$ cat config.mk
export PLATFORM = sky130hd
export DESIGN_NAME = qspi_flash_reader
export DESIGN_NICKNAME = d
export VERILOG_FILES = /design/src/rtl/qspi_flash_reader.sv
export SDC_FILE = /design/constraint.sdc
export NUM_CORES = 1
export LEC_CHECK = 0
export ABC_AREA = 1
export BUFFER_PORTS_ARGS = -buffer_cell sky130_fd_sc_hd__buf_2
export CORE_MARGIN = 1
export CORE_UTILIZATION = 45
export CTS_CLUSTER_DIAMETER = 200
export DETAILED_ROUTE_END_ITERATION = 7
export PLACE_DENSITY = 0.78
export SYNTH_ARGS = -nofsm -noshare
export SYNTH_HDL_FRONTEND = slang
export SYNTH_SLANG_ARGS = --single-unit
$ cat constraint.sdc
create_clock -name clk -period 2 [get_ports clk]
set_clock_uncertainty 0.1 [all_clocks]
set_input_delay 0.4 -clock clk [delete_from_list [all_inputs] [get_ports clk]]
set_output_delay 0.4 -clock clk [all_outputs]
set_load 0.02 [all_outputs]
$ cat src/rtl/qspi_flash_reader.sv
`default_nettype none
// ============================================================================
//  Module      : qspi_flash_reader
//  Description : QSPI flash read controller. Issues Fast Read Quad Output
//                (0x6B) at a 24-bit address, then streams DATA_WIDTH_BYTES
//                words on request into the downstream prefetch buffer.
//                SPI clock runs at clk/2 (mode 0) and is held low when stalled.
//  Revision    : 1.0 - initial release
// ============================================================================
module qspi_flash_reader #(
    parameter int DATA_WIDTH_BYTES = 4
) (
    input  logic                          clk,
    input  logic                          rstn,
    input  logic                          start_read,
    input  logic                          stop_read,
    input  logic                          continue_read,
    input  logic [23:0]                   addr_in,
    output logic [DATA_WIDTH_BYTES*8-1:0] data_out,
    output logic                          busy,
    output logic                          spi_select,
    output logic                          spi_clk_out,
    output logic [3:0]                    spi_data_out,
    output logic [3:0]                    spi_data_oe,
    input  logic [3:0]                    spi_data_in
);

    localparam int         c_WORD_W    = DATA_WIDTH_BYTES * 8;
    localparam int         c_POS_W     = (c_WORD_W > 1) ? $clog2(c_WORD_W) : 1;
    localparam logic [7:0] c_CMD_QREAD = 8'h6B;
    localparam logic [7:0] c_CMD_LAST  = 8'd7;
    localparam logic [7:0] c_ADDR_LAST = 8'd23;
    localparam logic [7:0] c_DUM_LAST  = 8'd7;
    localparam logic [7:0] c_DATA_LAST = 8'(2 * DATA_WIDTH_BYTES - 1);
    localparam logic [7:0] c_DSL_LAST  = 8'd1;

    typedef enum logic [2:0] {
        ST_IDLE  = 3'd0,
        ST_CMD   = 3'd1,
        ST_ADDR  = 3'd2,
        ST_DUMMY = 3'd3,
        ST_DATA  = 3'd4,
        ST_STALL = 3'd5,
        ST_DESEL = 3'd6
    } state_t;

    state_t                r_state;
    logic [7:0]            r_cnt;      // bit / nibble / cycle index within the state
    logic [31:0]           r_tx;       // command + address shifted out MSB first
    logic [c_WORD_W-1:0]   r_rx;       // word under assembly, never visible outside

    state_t                w_state_nxt;
    logic [7:0]            w_cnt_nxt;
    logic [31:0]           w_tx_nxt;
    logic [c_WORD_W-1:0]   w_rx_nxt;
    logic [c_WORD_W-1:0]   w_word_nxt;
    logic                  w_busy_nxt;
    logic                  w_sel_nxt;
    logic                  w_sclk_nxt;
    logic [3:0]            w_sd_nxt;
    logic [3:0]            w_oe_nxt;
    logic [c_POS_W-1:0]    w_nib_pos;

    // Nibble n lands in byte n/2; even nibbles are the high half of that byte.
    assign w_nib_pos = c_POS_W'({r_cnt[7:1], ~r_cnt[0], 2'b00});

    // Next-state and next-output logic; every output is registered below.
    always_comb begin
        w_state_nxt = r_state;
        w_cnt_nxt   = r_cnt;
        w_tx_nxt    = r_tx;
        w_rx_nxt    = r_rx;
        w_word_nxt  = data_out;
        w_busy_nxt  = busy;
        w_sel_nxt   = spi_select;
        w_sclk_nxt  = spi_clk_out;
        w_sd_nxt    = spi_data_out;
        w_oe_nxt    = spi_data_oe;

        if (start_read) begin
            // New read always wins; an active transaction is torn down first.
            w_tx_nxt   = {c_CMD_QREAD, addr_in};
            w_cnt_nxt  = '0;
            w_busy_nxt = 1'b1;
            w_sclk_nxt = 1'b0;
            if (r_state == ST_IDLE) begin
                w_state_nxt = ST_CMD;
                w_sel_nxt   = 1'b0;
                w_sd_nxt    = {3'b000, c_CMD_QREAD[7]};
                w_oe_nxt    = 4'b0001;
            end else begin
                w_state_nxt = ST_DESEL;
                w_sel_nxt   = 1'b1;
                w_sd_nxt    = 4'b0000;
                w_oe_nxt    = 4'b0000;
            end
        end else if (stop_read && (r_state != ST_IDLE)) begin
            w_state_nxt = ST_IDLE;
            w_cnt_nxt   = '0;
            w_busy_nxt  = 1'b0;
            w_sel_nxt   = 1'b1;
            w_sclk_nxt  = 1'b0;
            w_sd_nxt    = 4'b0000;
            w_oe_nxt    = 4'b0000;
        end else begin
            case (r_state)
                ST_DESEL: begin
                    if (r_cnt == c_DSL_LAST) begin
                        w_state_nxt = ST_CMD;
                        w_cnt_nxt   = '0;
                        w_sel_nxt   = 1'b0;
                        w_sd_nxt    = {3'b000, r_tx[31]};
                        w_oe_nxt    = 4'b0001;
                    end else begin
                        w_cnt_nxt = r_cnt + 8'd1;
                    end
                end
                ST_CMD, ST_ADDR, ST_DUMMY, ST_DATA: begin
                    if (!spi_clk_out) begin
                        // Low phase ends: raise SCK, hold everything else.
                        w_sclk_nxt = 1'b1;
                    end else begin
                        // High phase ends: sample, then set up the next low phase.
                        w_sclk_nxt = 1'b0;
                        w_cnt_nxt  = r_cnt + 8'd1;
                        case (r_state)
                            ST_CMD: begin
                                w_tx_nxt = {r_tx[30:0], 1'b0};
                                w_sd_nxt = {3'b000, r_tx[30]};
                                if (r_cnt == c_CMD_LAST) begin
                                    w_state_nxt = ST_ADDR;
                                    w_cnt_nxt   = '0;
                                end
                            end
                            ST_ADDR: begin
                                w_tx_nxt = {r_tx[30:0], 1'b0};
                                w_sd_nxt = {3'b000, r_tx[30]};
                                if (r_cnt == c_ADDR_LAST) begin
                                    w_state_nxt = ST_DUMMY;
                                    w_cnt_nxt   = '0;
                                    w_sd_nxt    = 4'b0000;
                                    w_oe_nxt    = 4'b0000;
                                end
                            end
                            ST_DUMMY: begin
                                if (r_cnt == c_DUM_LAST) begin
                                    w_state_nxt = ST_DATA;
                                    w_cnt_nxt   = '0;
                                end
                            end
                            ST_DATA: begin
                                w_rx_nxt[w_nib_pos +: 4] = spi_data_in;
                                if (r_cnt == c_DATA_LAST) begin
                                    w_state_nxt = ST_STALL;
                                    w_cnt_nxt   = '0;
                                    w_busy_nxt  = 1'b0;
                                    w_word_nxt  = w_rx_nxt;
                                end
                            end
                            default: begin
                            end
                        endcase
                    end
                end
                ST_STALL: begin
                    // Flash keeps CS low and auto-increments, so just clock more data.
                    if (continue_read) begin
                        w_state_nxt = ST_DATA;
                        w_cnt_nxt   = '0;
                        w_busy_nxt  = 1'b1;
                    end
                end
                default: begin
                end
            endcase
        end
    end

    // State and registered outputs; synchronous active-low reset.
    always_ff @(posedge clk) begin
        if (!rstn) begin
            r_state      <= ST_IDLE;
            r_cnt        <= '0;
            r_tx         <= '0;
            r_rx         <= '0;
            data_out     <= '0;
            busy         <= 1'b0;
            spi_select   <= 1'b1;
            spi_clk_out  <= 1'b0;
            spi_data_out <= 4'b0000;
            spi_data_oe  <= 4'b0000;
        end else begin
            r_state      <= w_state_nxt;
            r_cnt        <= w_cnt_nxt;
            r_tx         <= w_tx_nxt;
            r_rx         <= w_rx_nxt;
            data_out     <= w_word_nxt;
            busy         <= w_busy_nxt;
            spi_select   <= w_sel_nxt;
            spi_clk_out  <= w_sclk_nxt;
            spi_data_out <= w_sd_nxt;
            spi_data_oe  <= w_oe_nxt;
        end
    end

endmodule
`default_nettype wire

==> flow_summary.yaml, run 1 <==
clocking:
  cts_buffers: 9
  cts_sinks: 112
  cts_hold_buf: 0
  cts_root_buf: "clkbuf_16"
  post_cts.repair.setup_buffers: 0
  clkTransAtPathRegs_ns: 0.08
  clock_latency_ns: 0.35
  cts_tree: "yes"
  cts.htree.levels: 3
  clockBufferDepth: 2
layout:
  post-route-util_pct: 54.7
  syn2layout_area_growth_pct: 17.5
  layout-drive-gt1-share_pct: 20.3
  fin_nets: 814
  finalInstanceArea_sq_um: 5990
  antenna_cells: 0
grt:
  antenna_found_initial: 0
  grt_pass1_wl_um: 19600
  overflow: 0
  grt_max_degree: 57
  grt_util_all_layers_pct: 21.0
  grt_pass1_vias: 4185
timing:
  worst_pin_slew_ns: 0.626
  rsz0062_at_grt: "true"
  fin_crit_sh_pct: 94.3
  fin_crit_ns: 1.89
  setup_viol: 0
  finalMaxSlewViolations: 0
  relSlewSlack_pct: 58.2
  finalHoldViolCount: 0
  fmax_ghz: 0.530
  holdWs_ns: 0.211
yosys:
  synth_area_leaders: "dfxtp_1 44%, nand2_1 13%, o21ai_0 7.5%"
  postSynth.asyncResetShare_pct: 0
  synth_edf_count: 0
  yosysUniqueCellTypes: 30
  synth_most_common_cell: "nand2_1"
  yosysWarnings: 0
  syn-cell-area_sq_um: 5090
  netlist.top_cell.by_area: "dfxtp_1"
  synth_top_area_share_pct: 44.0
  ys_seq_area_share_pct: 44.0
  syn_avg_cell_area_sq_um: 7.22
  ys_seq_elements: 112
  synth_flop_cell: "dfxtp_1"
  synthCells: 706
  synth_common_cells: "177 x nand2_1, 112 x dfxtp_1, 94 x nor2_1, 76 x o21ai_0, 57 x a21oi_1"
placed_design:
  gp_congestion: 0.895
  dp_hpwl_um: 8190
  placed_cell_area_sq_um: 5600
  port_buffers: 69
hold_path:
  worstHoldPathType: "input port to register"
pwr:
  vdd.ir_drop.worst_v: 0.000542
  powerDensity_nw_per_um2: 1080
  leakagePower_nw: 2.53
setup_path:
  cp.arrival_ns: 2.02
  reg2reg_slack_ns: 0.11
  crit_type: "register to register"
  cp.required_ns: 2.13
  end_kind: "register"
  critPathMaxFanout: 6
  crit_path_start_kind: "register"
floorplan:
  ioPinCount: 76
  die_area_sq_um: 11800
  core_sq_um: 10900
  die_y_um: 108
  die_w_um: 108
  start_util_pct: 46.6
  rows: 38
run_status:
  status: "finished, final reports clean"
drt:
  dr.first_iter.drc_count: 310
  postRouteWirelength_um: 11700
  ant_nets: 0
  avgRoutedWirePerCell_um: 12.6
  vias: 4743
  drc_errors: 0
  drtPass1Iterations: 5
  drt-vias-per-instance: 5.14
flow_run:
  max-cap-violations: 0
-- sequential cells by signal, summed over array words and instances (netlist names) --
register      flops
r_tx             32
spi_select        1
data_out         32
spi_data_out      1
spi_clk_out       1
spi_data_oe       1
r_cnt             8
r_rx             32
r_state           3
busy              1
-- worst paths after layout --
path                              start               endpoint  cells after the start
hold / removal               addr_in[8]   r_tx[8]$_SDFFE_PN0P_                      3
setup / recovery  r_cnt[1]$_SDFFE_PP0P_  r_rx[20]$_SDFFE_PN0P_                     10
setup reg to reg  r_cnt[1]$_SDFFE_PP0P_  r_rx[20]$_SDFFE_PN0P_                     10
hold reg to reg   r_rx[28]$_SDFFE_PN0P_  r_rx[28]$_SDFFE_PN0P_                      2
-- power breakdown --
| group | leakage, nW | switching [W] | internal (W) | total, W |
|---|---|---|---|---|
| Clock | 0.150 | 0.000863 | 0.00100 | 0.00186 |
| Combinational | 1.47 | 0.00141 | 0.000719 | 0.00213 |
| Sequential | 0.911 | 0.000106 | 0.00235 | 0.00246 |
| Total | 2.53 | 0.00238 | 0.00407 | 0.00645 |
-- cells by family (layout without fill, tap and decap cells) --
family	count (synthesis)	in the layout	share of synthesized area, %
XOR/XNOR	3	3	0.516
AND/OR/NAND/NOR	326	326	26.9
flip-flops	112	112	44.0
other	1	6	0.0736
AO/OA/AOI/OAI	174	174	19.1
adder cells (fa/ha/maj)	3	3	0.737
buffers and inverters	87	159	8.60
-- metrics by stage --
stage	total power [W]	setup TNS, ns	std cells	setup WS (ns)
3_3_place_gp	0.00448	0	907	0.0786
2_1_floorplan	0.00395	0	711	0.130
5_1_grt	0.00686	-0.881	923	-0.0814
3_5_place_dp	0.00449	0	907	0.0291
4_1_cts	0.00636	0	923	0.0148
6_report	0.00645	0	923	0.114
-- cells in the final DEF (no fill, tap or decap), types with 3 or more instances in the layout --
cell       Yosys  layout
a211oi_1       7       7
a211oi_2       7       7
a21oi_1       57      55
a31oi_1       23      23
buf_2          9      69
buf_4         10      21
clkbuf_16      0       9
conb_1         1       6
dfxtp_1      112     109
dfxtp_2        0       3
inv_1         43      42
inv_2          5       4
nand2_1      177     175
nand2_2        5       7
nand2_4        3       3
nand3_1       20      19
nand3_2        3       3
nand4_1        4       4
nor2_1        94      90
nor2_2         2       6
nor2_4         5       5
nor3_1        12      10
o21ai_0       76      63
o21ai_1        2      13
-- per-layer routing --
layer  routed length [um]  up-vias  global-route usage [%]
met5                    0        -                       0
met4                  233        0                    6.95
met3                  646       22                    4.64
li1                     -     2463                       -
met2                 5230      131                    32.3
met1                 5550     2127                    28.9
-- timing repair --
item,in CTS,in global routing
hold endpoints to repair,0,0
gates resized for setup,0,35
endpoints found under the setup margin,0,69
-- area by class of cell --
type | count | area, sq um
Clock buffer | 9 | 225
Sequential cell | 112 | 2250
Fill cell | 1035 | 4950
Clock inverter | 7 | 86.3
Tap cell | 140 | 175
Inverter | 49 | 189
Multi-Input combinational cell | 512 | 2500
Timing Repair Buffer | 94 | 566
-- worst max-delay path, cell delays in order, from the launching register on --
cell and delay, ns:
dfxtp_1 0.34, inv_1 0.06, ha_1 0.21, ha_4 0.18
nor2_1 0.13, nand2_1 0.11, nor2_1 0.15, buf_4 0.17
nand2_1 0.06, o21ai_0 0.14, a21oi_1 0.12
No activity file was read; power rests on OpenSTA's default activity.
==> inputs of run 2 (changes only) <==
--- a/config.mk
+++ b/config.mk
@@ -5,13 +5,12 @@
 export SDC_FILE = /design/constraint.sdc
 export NUM_CORES = 1
 export LEC_CHECK = 0
-export ABC_AREA = 1
 export BUFFER_PORTS_ARGS = -buffer_cell sky130_fd_sc_hd__buf_2
 export CORE_MARGIN = 1
-export CORE_UTILIZATION = 45
+export CORE_UTILIZATION = 51
 export CTS_CLUSTER_DIAMETER = 200
 export DETAILED_ROUTE_END_ITERATION = 7
-export PLACE_DENSITY = 0.78
+export PLACE_DENSITY = 0.85
 export SYNTH_ARGS = -nofsm -noshare
 export SYNTH_HDL_FRONTEND = slang
 export SYNTH_SLANG_ARGS = --single-unit
==> flow_summary.yaml, run 2 <==
run_status:
  status: "finished, violations left"
  violations: "negative setup slack"
drt:
  drc_errors: 0
  avgRoutedWirePerCell_um: 15.1
  drt-vias-per-instance: 5.66
  postRouteWirelength_um: 12100
  vias: 4530
  ant_nets: 0
  dr.first_iter.drc_count: 190
  drtPass1Iterations: 4
timing:
  relSlewSlack_pct: 64.8
  worst_pin_slew_ns: 0.526
  finalSetupTns_ns: -0.568
  finalMaxSlewViolations: 0
  setup_viol: 8
  fmax_ghz: 0.474
  fin_crit_ns: 2.11
  rsz0062_at_grt: "true"
  holdWs_ns: 0.162
  fin_crit_sh_pct: 106
  finalHoldViolCount: 0
  setup_ws_ns: -0.111
layout:
  post-route-util_pct: 64.6
  layout_commonest_cell: "dfxtp_1"
  syn2layout_area_growth_pct: 22.4
  layout-drive-gt1-share_pct: 26.5
  final_cell_mix: "107 x dfxtp_1, 88 x nor2_1, 73 x mux2i_1, 70 x buf_2, 53 x a211oi_1"
  n_fill_cell: 757
  top_regs: "data_out: 32 flops, r_rx: 32 flops, r_tx: 32 flops"
  antenna_cells: 0
  fin_nets: 698
grt:
  overflow: 0
  antenna_found_initial: 0
  grt_pass1_vias: 4123
  grt_pass1_wl_um: 18900
  grt_util_all_layers_pct: 22.9
  grt_max_degree: 72
floorplan:
  rows: 36
  start_util_pct: 52.8
  core_sq_um: 9770
  die_y_um: 103
  die_w_um: 103
  ioPinCount: 76
  die_area_sq_um: 10500
yosys:
  synthCells: 582
  synth_top_area_share_pct: 43.5
  synth_edf_count: 0
  syn-cell-area_sq_um: 5160
  yosysUniqueCellTypes: 53
  synth_flop_cell: "dfxtp_1"
  synth_common_cells: "112 x dfxtp_1, 92 x nor2_1, 78 x mux2i_1, 56 x a211oi_1, 44 x nand2_1"
  ys_seq_area_share_pct: 43.5
  syn_avg_cell_area_sq_um: 8.86
  netlist.top_cell.by_area: "dfxtp_1"
  ys_seq_elements: 112
  yosysWarnings: 0
  synth_most_common_cell: "dfxtp_1"
  synth_area_leaders: "dfxtp_1 43%, mux2i_1 15%, a211oi_1 8.2%"
  postSynth.asyncResetShare_pct: 0
clocking:
  cts_sinks: 112
  clkTransAtPathRegs_ns: 0.10
  clock_latency_ns: 0.38
  cts_tree: "yes"
  cts.htree.levels: 3
  cts_root_buf: "clkbuf_8"
  clockBufferDepth: 2
  cts_buffers: 9
pwr:
  p_total_w: 0.00445
  pwr-share-clk_pct: 31.7
  p_int_w: 0.00324
  p_sw_share_pct: 27.2
  pwr-share-seq_pct: 53.4
  powerDensity_nw_per_um2: 705
  leakagePower_nw: 2.36
  vdd.ir_drop.worst_v: 0.000316
  p_sw_w: 0.00121
  p_comb_share_pct: 14.9
placed_design:
  gp_congestion: 0.827
  pre_cts_ws_ns: -0.164
  port_buffers: 69
  dp_hpwl_um: 7600
setup_path:
  end_kind: "register"
  critPathMaxFanout: 4
  cp.required_ns: 2.17
  cp.arrival_ns: 2.28
  crit_type: "register to register"
  crit_path_start_kind: "register"
flow_run:
  max-cap-violations: 0
hold_path:
  worstHoldPathType: "input port to register"
## run 2: power by group through the flow
stage	sequential [W]	clock, W	combinational, W
finish	0.00238	0.00141	0.000664
global route	0.00239	0.00153	0.000721
CTS	0.00237	0.00142	0.000632
detailed placement	0.00242	0	0.000622
global placement	0.00242	0	0.000605
floorplan	0.00240	0	0.000442
## run 2: layer usage
layer	vias up	track usage (%)	routed length [um]
li1	2205	-	-
met1	2181	28.6	5190
met2	123	40.0	6170
met3	21	4.14	499
met4	0	6.92	226
met5	-	0	0
## run 2: cell families after synthesis
logic type / Yosys count / share of synthesized area (%)
adders and majority gates: 3 / 0.728
xor gates and xnor gates: 6 / 1.02
other: 1 / 0.0727
DFF: 112 / 43.5
buffers and inverters: 62 / 5.75
and+or+nand+nor: 206 / 18.8
AOI/OAI and AO/OA: 114 / 15.0
muxes: 78 / 15.1
## run 2: stage by stage
step,area (sq um),cells
after floorplan,5230,587
after global placement,5800,772
after detailed placement,5800,772
after CTS,6190,797
after global routing,6310,800
final,6310,800
## run 2: timing repair
action                     4_1_cts  5_1_grt
hold buffers                     0        0
setup endpoints to repair       37       68
cloned                           3        3
pin swaps                        4       13
resized for setup               12       28
buffers inserted                 6        1
## run 2: final timing paths
kind / startpoint / endpoint / slack, ns / cells past startpoint
worst max-delay path: r_cnt[1]$_SDFFE_PP0P_ / r_rx[19]$_SDFFE_PN0P_ / -0.11 / 8
worst min-delay path: addr_in[0] / r_tx[0]$_SDFFE_PN0P_ / 0.16 / 3
worst max register to register: r_cnt[1]$_SDFFE_PP0P_ / r_rx[19]$_SDFFE_PN0P_ / -0.11 / 8
worst min register to register: r_rx[26]$_SDFFE_PN0P_ / r_rx[26]$_SDFFE_PN0P_ / 0.36 / 2
## run 2: critical path: stages, from the launching register on
cell,delay (ns)
dfxtp_2,0.34
inv_2,0.04
ha_4,0.16
ha_4,0.27
nand2b_4,0.05
or4b_4,0.51
or2_4,0.28
mux2i_2,0.18
nor2_1,0.07
## run 2: cell type report
cell class,instances,area (sq um),share of cell area [%]
clock buffer,11,151,2.40
clock inverter,5,55.1,0.872
inverter,6,22.5,0.357
multi-input combinational,413,2770,43.9
sequential,112,2250,35.7
tap,133,166,2.64
timing repair buffer,120,895,14.2
==> inputs of run 3 (changes only) <==
--- a/config.mk
+++ b/config.mk
@@ -6,11 +6,13 @@
 export NUM_CORES = 1
 export LEC_CHECK = 0
 export BUFFER_PORTS_ARGS = -buffer_cell sky130_fd_sc_hd__buf_2
+export CORE_ASPECT_RATIO = 1.5
 export CORE_MARGIN = 1
 export CORE_UTILIZATION = 51
 export CTS_CLUSTER_DIAMETER = 200
 export DETAILED_ROUTE_END_ITERATION = 7
 export PLACE_DENSITY = 0.85
+export SKIP_LAST_GASP = 1
 export SYNTH_ARGS = -nofsm -noshare
 export SYNTH_HDL_FRONTEND = slang
 export SYNTH_SLANG_ARGS = --single-unit
==> flow_summary.yaml, run 3 (synthesis results as in run 2) <==
layout:
  fin_nets: 699
  final_cell_mix: "107 x dfxtp_1, 88 x nor2_1, 76 x mux2i_1, 69 x buf_2, 52 x a211oi_1"
  layout-drive-gt1-share_pct: 25.9
  post-route-util_pct: 65.5
  finalNonFillerCells: 783
  n_fill_cell: 720
  antenna_cells: 0
  top_regs: "data_out: 32 flops, r_rx: 32 flops, r_tx: 32 flops"
  syn2layout_area_growth_pct: 23.7
  layout_commonest_cell: "dfxtp_1"
pwr:
  vdd.ir_drop.worst_v: 0.000574
  leakagePower_nw: 2.44
  p_total_w: 0.00511
  powerDensity_nw_per_um2: 801
floorplan:
  rows: 44
  ioPinCount: 76
  die_y_um: 125
  start_util_pct: 52.9
  die_area_sq_um: 10500
  core_sq_um: 9740
  die_w_um: 84.1
grt:
  antenna_found_initial: 0
  grt_pass1_vias: 4302
  grt_pass1_wl_um: 20100
  overflow: 0
  grt_util_all_layers_pct: 23.4
  grt_max_degree: 56
clocking:
  cts_tree: "yes"
  clock_latency_ns: 0.34
  clkTransAtPathRegs_ns: 0.07
  cts_root_buf: "clkbuf_16"
  cts_buffers: 9
  cts_sinks: 112
  cts.htree.levels: 3
  clockBufferDepth: 2
setup_path:
  end_kind: "register"
  critPathMaxFanout: 4
  crit_type: "register to register"
  cp.required_ns: 2.17
  worstReg2RegStart: "r_cnt[1]$_SDFFE_PP0P_"
  critPathMostFrequentCell: "ha_4"
  ff2ff_path_depth: 8
  worst_path_max_delay_cell: "or4b_4"
  cp.arrival_ns: 2.26
  crit_chain: "inv_2 -> ha_4 -> ha_4 -> nand2b_4 -> or4b_4 -> buf_6 -> mux2i_1 -> a211oi_2"
  crit_path_start_kind: "register"
  reg2reg_slack_ns: -0.09
  max_stage_delay_ns: 0.52
  r2r-end: "data_out[17]$_SDFFE_PN0P_"
drt:
  ant_nets: 0
  drc_errors: 10
  dr.first_iter.drc_count: 287
  drtPass1Iterations: 7
  vias: 4500
  avgRoutedWirePerCell_um: 16.1
  drt-vias-per-instance: 5.75
  postRouteWirelength_um: 12600
hold_path:
  hold_path_depth: 3
  worstHoldPathType: "input port to register"
  min_from: "addr_in[0]"
  holdPathEnd: "r_tx[0]$_SDFFE_PN0P_"
timing:
  fin_crit_sh_pct: 104
  rsz0062_at_grt: "true"
  setup_viol: 10
  finalMaxSlewViolations: 0
  finalHoldViolCount: 0
  fmax_ghz: 0.478
  setup_ws_ns: -0.0900
  fin_crit_ns: 2.09
placed_design:
  port_buffers: 69
  dp.cells: 759
  dp_hpwl_um: 7910
  gp_congestion: 0.909
  pre_cts_ws_ns: -0.132
flow_run:
  max-cap-violations: 0
run_status:
  status: "finished, violations left"
  violations: "design-rule violations, negative setup slack"
## run 3: cell types whose count changed in the layout (fill, tap and decap cells not counted), moves of 3 or more
cell | previous run | this run
clkbuf_16 | 0 | 9
clkbuf_8 | 11 | 2
buf_4 | 31 | 35
mux2i_1 | 73 | 76
mux2i_2 | 5 | 2
## run 3: power breakdown
group	switching [W]	internal, W	total (W)	leakage [nW]
logic	0.000394	0.000325	0.000719	1.36
clock network	0.000830	0.00118	0.00201	0.167
registers	0.0000810	0.00230	0.00238	0.914
## run 3: area by class of cell
class | count | area [sq um] | area share, %
multi-input cells | 413 | 2740 | 43.0
clock inverters | 5 | 86.3 | 1.35
well taps | 115 | 144 | 2.26
clock buffers | 11 | 253 | 3.96
repair buffers | 121 | 882 | 13.8
flip-flops and latches | 112 | 2250 | 35.3
inverters | 6 | 22.5 | 0.353
## run 3: per-stage QoR
stage | instance area [sq um] | setup TNS [ns] | hold WS [ns]
after floorplan | 5230 | -3.34 | 0.336
after global placement | 5840 | -0.380 | 0.342
after detailed placement | 5840 | -1.01 | 0.346
after CTS | 6270 | -0.575 | 0.188
after global routing | 6380 | -1.74 | 0.219
final | 6380 | -0.540 | 0.194
## run 3: worst max-delay path, delay by kind of cell (launching register included)
| family | cells | cell delay, ns |
|---|---|---|
| mux | 1 | 0.14 |
| buf+inv | 2 | 0.19 |
| simple gates | 2 | 0.57 |
| compound gates | 1 | 0.25 |
| flops | 1 | 0.33 |
| fa+ha+maj | 2 | 0.43 |
## run 3: worst max path at each step
stage,startpoint,end,slack (ns),cells past startpoint
2_1_floorplan,r_cnt[1]$_SDFFE_PP0P_,r_rx[16]$_SDFFE_PN0P_,-0.39,11
3_3_place_gp,r_cnt[1]$_SDFFE_PP0P_,r_rx[16]$_SDFFE_PN0P_,-0.09,8
3_5_place_dp,r_cnt[1]$_SDFFE_PP0P_,r_rx[17]$_SDFFE_PN0P_,-0.13,8
4_1_cts,r_cnt[1]$_SDFFE_PP0P_,data_out[17]$_SDFFE_PN0P_,-0.10,8
5_1_grt,r_cnt[1]$_SDFFE_PP0P_,r_rx[16]$_SDFFE_PN0P_,-0.16,8
6_report,r_cnt[1]$_SDFFE_PP0P_,data_out[17]$_SDFFE_PN0P_,-0.09,8
## run 3: layer usage
metal / part of all wire [%] / track usage [%] / vias to the layer above / wire length [um]
met5: 0 / 0 / - / 0
met4: 2.3 / 9.03 / 0 / 286
met3: 3.2 / 3.50 / 29 / 402
met2: 52 / 41.9 / 108 / 6500
met1: 43 / 27.9 / 2150 / 5380
li1: - / - / 2213 / -
## run 3: repair_timing
| item | in CTS | in global routing |
|---|---|---|
| gates resized for setup | 9 | 19 |
| gates cloned | 1 | 2 |
| setup endpoints to repair | 46 | 58 |
| hold buffers | 0 | 0 |
| pin swaps | 3 | 10 |
| buffers inserted | 3 | 2 |
